**src/rtl/alu_pipe.sv**
```systemverilog
// -----------------------------------------------------------------------------
// alu_pipe
//   Two-stage pipelined integer ALU with valid/ready handshakes on both sides.
//   Stage 1 captures the operands, opcode and tag. Stage 2 holds the computed
//   result, its status flags and the tag, and drives the outputs directly.
//   One operation per cycle is sustained, and full backpressure is supported.
//
// Parameters
//   WIDTH  operand/result width in bits (2..64)
//   TAG_W  width of the opaque tag carried with each operation (1..16)
//
// Ports
//   clk, rst_n           clock (rising edge), asynchronous active-low reset
//   in_valid / in_ready  upstream handshake
//   in_a, in_b, in_op    operands and 3-bit opcode
//   in_tag               tag, returned unchanged with the result
//   out_valid/out_ready  downstream handshake
//   out_result, out_tag  result and its tag
//   out_zero             result is zero
//   out_carry, out_ovf   adder carry-out / signed overflow (ADD and SUB only)
// -----------------------------------------------------------------------------
module alu_pipe #(
    parameter int WIDTH = 32,
    parameter int TAG_W = 4
) (
    input  logic             clk,
    input  logic             rst_n,
    input  logic             in_valid,
    output logic             in_ready,
    input  logic [WIDTH-1:0] in_a,
    input  logic [WIDTH-1:0] in_b,
    input  logic [2:0]       in_op,
    input  logic [TAG_W-1:0] in_tag,
    output logic             out_valid,
    input  logic             out_ready,
    output logic [WIDTH-1:0] out_result,
    output logic [TAG_W-1:0] out_tag,
    output logic             out_zero,
    output logic             out_carry,
    output logic             out_ovf
);

    localparam logic [2:0] OP_ADD   = 3'b000;
    localparam logic [2:0] OP_SUB   = 3'b001;
    localparam logic [2:0] OP_SLT   = 3'b010;
    localparam logic [2:0] OP_SLTU  = 3'b011;
    localparam logic [2:0] OP_AND   = 3'b100;
    localparam logic [2:0] OP_OR    = 3'b101;
    localparam logic [2:0] OP_XOR   = 3'b110;
    localparam logic [2:0] OP_PASSB = 3'b111;

    typedef struct packed {
        logic [WIDTH-1:0] result;
        logic             carry;
        logic             ovf;
    } alu_res_t;

    // One shared adder serves ADD, SUB and both compares. The compares ride
    // the subtract path: SLTU is "borrow occurred", SLT is the sign of the
    // difference corrected by overflow.
    function automatic alu_res_t alu_eval(
        input logic [2:0]       op,
        input logic [WIDTH-1:0] a,
        input logic [WIDTH-1:0] b
    );
        alu_res_t         r;
        logic             use_sub;
        logic [WIDTH-1:0] b_eff;
        logic [WIDTH:0]   sum;
        logic             ovf;

        use_sub = (op == OP_SUB) || (op == OP_SLT) || (op == OP_SLTU);
        b_eff   = use_sub ? ~b : b;
        sum     = {1'b0, a} + {1'b0, b_eff} + {{WIDTH{1'b0}}, use_sub};
        ovf     = (a[WIDTH-1] == b_eff[WIDTH-1]) && (sum[WIDTH-1] != a[WIDTH-1]);

        r.result = '0;
        r.carry  = 1'b0;
        r.ovf    = 1'b0;
        case (op)
            OP_ADD, OP_SUB: begin
                r.result = sum[WIDTH-1:0];
                r.carry  = sum[WIDTH];
                r.ovf    = ovf;
            end
            OP_SLT:  r.result = {{(WIDTH-1){1'b0}}, sum[WIDTH-1] ^ ovf};
            OP_SLTU: r.result = {{(WIDTH-1){1'b0}}, ~sum[WIDTH]};
            OP_AND:  r.result = a & b;
            OP_OR:   r.result = a | b;
            OP_XOR:  r.result = a ^ b;
            default: r.result = b;   // OP_PASSB
        endcase
        return r;
    endfunction

    logic             vld_p1;
    logic [WIDTH-1:0] a_p1;
    logic [WIDTH-1:0] b_p1;
    logic [2:0]       op_p1;
    logic [TAG_W-1:0] tag_p1;

    logic             vld_p2;
    logic [WIDTH-1:0] result_p2;
    logic [TAG_W-1:0] tag_p2;
    logic             zero_p2;
    logic             carry_p2;
    logic             ovf_p2;

    logic             s2_adv;
    logic             acc_in;
    logic             adv_s1;
    alu_res_t         res_p1;

    // A stage can take new data when it is empty or its content leaves in
    // the same cycle; this chains back so a full pipe never bubbles.
    assign s2_adv   = !vld_p2 || out_ready;
    assign in_ready = !vld_p1 || s2_adv;
    assign acc_in   = in_valid && in_ready;
    assign adv_s1   = vld_p1 && s2_adv;

    always_comb begin
        res_p1 = alu_eval(op_p1, a_p1, b_p1);
    end

    // ---- Stage 1: operand capture on input handshake ----
    always_ff @(posedge clk or negedge rst_n) begin
        if (!rst_n) begin
            vld_p1 <= 1'b0;
        end else if (in_ready) begin
            vld_p1 <= in_valid;
        end
    end

    always_ff @(posedge clk) begin
        if (acc_in) begin
            a_p1   <= in_a;
            b_p1   <= in_b;
            op_p1  <= in_op;
            tag_p1 <= in_tag;
        end
    end

    // ---- Stage 2: result, flags and tag; drives the outputs ----
    always_ff @(posedge clk or negedge rst_n) begin
        if (!rst_n) begin
            vld_p2    <= 1'b0;
            result_p2 <= '0;
            tag_p2    <= '0;
            zero_p2   <= 1'b0;
            carry_p2  <= 1'b0;
            ovf_p2    <= 1'b0;
        end else begin
            if (s2_adv) begin
                vld_p2 <= vld_p1;
            end
            if (adv_s1) begin
                result_p2 <= res_p1.result;
                tag_p2    <= tag_p1;
                zero_p2   <= (res_p1.result == '0);
                carry_p2  <= res_p1.carry;
                ovf_p2    <= res_p1.ovf;
            end
        end
    end

    assign out_valid  = vld_p2;
    assign out_result = result_p2;
    assign out_tag    = tag_p2;
    assign out_zero   = zero_p2;
    assign out_carry  = carry_p2;
    assign out_ovf    = ovf_p2;

endmodule

```
**config.mk**
```make
export PLATFORM = sky130hd
export DESIGN_NAME = alu_pipe
export DESIGN_NICKNAME = d
export VERILOG_FILES = /design/src/rtl/alu_pipe.sv
export SDC_FILE = /design/constraint.sdc
export NUM_CORES = 1
export LEC_CHECK = 0
export CAP_MARGIN = 20
export CORE_ASPECT_RATIO = 1.1
export CORE_MARGIN = 3
export CORE_UTILIZATION = 25
export CTS_CLUSTER_SIZE = 8
export DETAILED_ROUTE_END_ITERATION = 12
export PLACE_DENSITY = 0.45
export SYNTH_ARGS = -nofsm -noshare
export SYNTH_HDL_FRONTEND = slang
export SYNTH_SLANG_ARGS = --single-unit
```
**constraint.sdc**
```tcl
create_clock -name clk -period 7.7 [get_ports clk]
set_input_delay 1.54 -clock clk [delete_from_list [all_inputs] [get_ports clk]]
set_output_delay 1.54 -clock clk [all_outputs]
set_load 0.01 [all_outputs]
```
==> flow_metrics.py <==
metrics = {
    "yosys": {
        "postSynth.asyncResetShare_pct": 36.61,
        "share_of_the_synthesized_area_in_the_top_cell_type_pct": 25.36,
        "synthesis.instances": 808,
        "post_synth.cell_area_avg_um2": 10.41,
        "cell_area_after_technology_mapping_mm2": 0.008408,
        "number_of_flops_mapped_to_enable_cells_by_yosys": 71,
        "ys_seq_elements": 112,
        "ys.flop_type": "sky130_fd_sc_hd__edfxtp_1",
        "netlist-cell-type-count": 87,
        "synth_warnings": 0,
        "post-synth-top-area-cell": "sky130_fd_sc_hd__edfxtp_1",
        "yosysSeqAreaShare_pct": 37.56,
        "netlist_top_cells_area": "sky130_fd_sc_hd__edfxtp_1 (25%), sky130_fd_sc_hd__ha_1 (14%), sky130_fd_sc_hd__dfrtp_1 (12%), sky130_fd_sc_hd__xnor2_1 (4.4%), sky130_fd_sc_hd__mux4_2 (4.0%)",
        "post_synth_net_total": 979,
    },
    "clocking": {
        "postCtsResizedCells": 0,
        "cts_hold_buf": 0,
        "cts_made_buffers": 9,
        "root_buffer": "sky130_fd_sc_hd__clkbuf_16",
        "clk-insertion-delay-late_ns": 0.37,
        "clk_pin_slew_worst_paths_ns": 0.09,
        "cts_tree": "built",
        "cts_sinks": 112,
        "cts_setup_buffers": 0,
        "clock_tree.htree_level_count": 3,
        "clock_tree_buffer_depth": 2,
    },
    "critical_path": {
        "crit_type": "flop to flop",
        "worst_ep_required_time_ns": 8.01,
        "critPathCaptureType": "flop",
        "worstSetupStartpointType": "flop",
        "crit_arrival_ns": 5.18,
        "worstPathMaxFanout": 45,
    },
    "sta": {
        "hold_viol_final": 0,
        "tns_ns": 0,
        "finalMaxSlewViolations": 0,
        "layout_setup_ws_ns": 2.835,
        "tightestPinTransition_ns": 0.9979,
        "final.setup_skew_ns": 0.01058,
        "period_needed_ns": 4.866,
        "slew_headroom_pct": 33.47,
        "finalCritPeriodShare_pct": 63.19,
        "fmaxAchievable_ghz": 0.2055,
        "rsz_0062_raised_after_global_routing": "false",
        "finalSetupViolations": 0,
    },
    "global_routing": {
        "grt_antenna_before_repair": 0,
        "grt_max_degree": 72,
        "grt_pass1_vias": 6539,
        "wire_length_of_the_first_global_routing_pass_mm": 37.52,
        "grtUsageTotal_pct": 13.36,
        "grt_overflow_total": 0,
    },
    "floorplanning": {
        "placeableCoreArea_mm2": 0.03272,
        "die_y_um": 198.3,
        "start_util_pct": 25.70,
        "area_of_the_die_mm2": 0.03587,
        "fp-row-count": 69,
        "die_width_um": 180.9,
        "ios": 116,
    },
    "run_status": {
        "run_status": "finished clean",
    },
    "place": {
        "buffer_ports.inserted": 115,
        "dpl.cell_count": 1324,
        "dp.final_hpwl_mm": 17.93,
        "post-place-ws_ns": 2.785,
        "finalWeightedCongestion": 0.8919,
    },
    "routing": {
        "vias_after_detailed_routing": 6310,
        "drt-pass1-iter-count": 4,
        "detail_route.wirelength_mm": 24.01,
        "detail_route.vias_per_cell": 4.709,
        "drc_viols": 0,
        "routed_wire_length_per_instance_um": 17.92,
        "post_drt_antenna_nets": 0,
        "drtIter0Drc": 359,
    },
    "pwr": {
        "vdd_ir_drop_max_mv": 0.1067,
        "p_total_mw": 1.984,
        "static-leakage-power_nw": 4.196,
        "pwr_density_cell_mw_per_mm2": 194.3,
    },
    "cells_and_area": {
        "final_core_util_pct": 31.21,
        "antenna-diode-count": 0,
        "most_frequent_cells_in_the_layout": "sky130_fd_sc_hd__clkdlybuf4s50_1 (114), sky130_fd_sc_hd__ha_1 (95), sky130_fd_sc_hd__inv_1 (88), sky130_fd_sc_hd__nand2_1 (75), sky130_fd_sc_hd__edfxtp_1 (71)",
        "fraction_of_layout_cells_with_a_size_suffix_above_1_pct": 10.83,
        "num-nets-final": 1080,
        "syn_to_final_growth_pct": 21.44,
        "final_cells": 1340,
        "final_common_cell": "sky130_fd_sc_hd__clkdlybuf4s50_1",
    },
    "worst_hold_path": {
        "hold_removal_path_class": "flop to flop",
    },
    "job": {
        "number_of_max_capacitance_violations_reported": 0,
    },
}
[metrics by stage]
stage               area [µm²]  hold slack [ns]
finish                   10210           0.4809
global placement          9935           0.4590
detailed placement        9935           0.4659
CTS                      10210           0.4861
global route             10210           0.5034
floorplan                 8408           0.4553
[logic make-up after synthesis]
| logic type | synth area share [%] |
|---|---|
| XOR/XNOR | 5.208 |
| multiplexers | 8.542 |
| AO/OA/AOI/OAI | 16.96 |
| buffers and inverters | 6.592 |
| AND/OR/NAND/NOR | 10.76 |
| adder cells (fa/ha/maj) | 14.38 |
| flip-flops | 37.56 |
[power by group]
group | total, mW | switching (mW) | internal (mW)
sequential | 0.776 | 0.0579 | 0.718
combinational | 0.734 | 0.390 | 0.345
clock | 0.474 | 0.248 | 0.226
total | 1.98 | 0.696 | 1.29
[routing by layer]
metal	track usage, %	vias up	share of wire, %
li1	-	3109	-
met1	16.86	3064	46
met2	23.71	118	49
met3	1.966	19	3.0
met4	3.981	0	2.0
met5	0	-	0
[cell usage after synthesis (14+ instances only)]
cell                        n
sky130_fd_sc_hd__xnor2_1   42
sky130_fd_sc_hd__nand2_1   76
sky130_fd_sc_hd__o21ai_0   46
sky130_fd_sc_hd__mux4_2    15
sky130_fd_sc_hd__edfxtp_1  71
sky130_fd_sc_hd__nand2b_1  14
sky130_fd_sc_hd__o211ai_1  19
sky130_fd_sc_hd__mux2_2    27
sky130_fd_sc_hd__dfrtp_1   41
sky130_fd_sc_hd__nor2_1    24
sky130_fd_sc_hd__inv_1     88
sky130_fd_sc_hd__ha_1      95
sky130_fd_sc_hd__a21oi_1   37
[state kept, by name (all words and copies together) (netlist names)]
signal,cells
out_valid,1
out_tag,4
out_ovf,1
out_carry,1
op_p1,3
vld_p1,1
tag_p1,4
b_p1,32
a_p1,32
out_result,32
out_zero,1
[final timing paths]
check | start | end | slack, ns | depth (start not counted)
setup / recovery | op_p1[1] | out_zero | 2.83 | 15
hold / removal | tag_p1[2] | out_tag[2] | 0.48 | 1
setup reg to reg | op_p1[1] | out_zero | 2.83 | 15
hold reg to reg | tag_p1[2] | out_tag[2] | 0.48 | 1
max in group asynchronous | rst_n | out_result[6] | 6.00 | 2
min in group asynchronous | rst_n | out_result[29] | 1.26 | 2
[critical path, stage by stage (launching register included)]
cell and delay, ns:
sky130_fd_sc_hd__edfxtp_1 0.36, sky130_fd_sc_hd__buf_4 0.35, sky130_fd_sc_hd__o21bai_4 0.72, sky130_fd_sc_hd__buf_4 0.40, sky130_fd_sc_hd__xnor2_1 0.16, sky130_fd_sc_hd__ha_1 0.32
sky130_fd_sc_hd__a211o_1 0.34, sky130_fd_sc_hd__a211o_1 0.35, sky130_fd_sc_hd__a2111oi_2 0.41, sky130_fd_sc_hd__o211ai_1 0.19, sky130_fd_sc_hd__nor3b_1 0.20, sky130_fd_sc_hd__xor2_1 0.18
sky130_fd_sc_hd__a22oi_2 0.18, sky130_fd_sc_hd__o211ai_1 0.15, sky130_fd_sc_hd__nor4b_2 0.26, sky130_fd_sc_hd__a41o_1 0.19
[cell type report]
type                    instances  area [µm²]
clock buffers                  10       229.0
clock inverters                 6       47.55
fillers                      3363       22510
well taps                     426       533.0
inverters                      89       334.1
multi-input cells             574        4703
flip-flops and latches        112        3158
repair buffers                123        1206
Note: power is estimated with default switching activity, not from simulation.
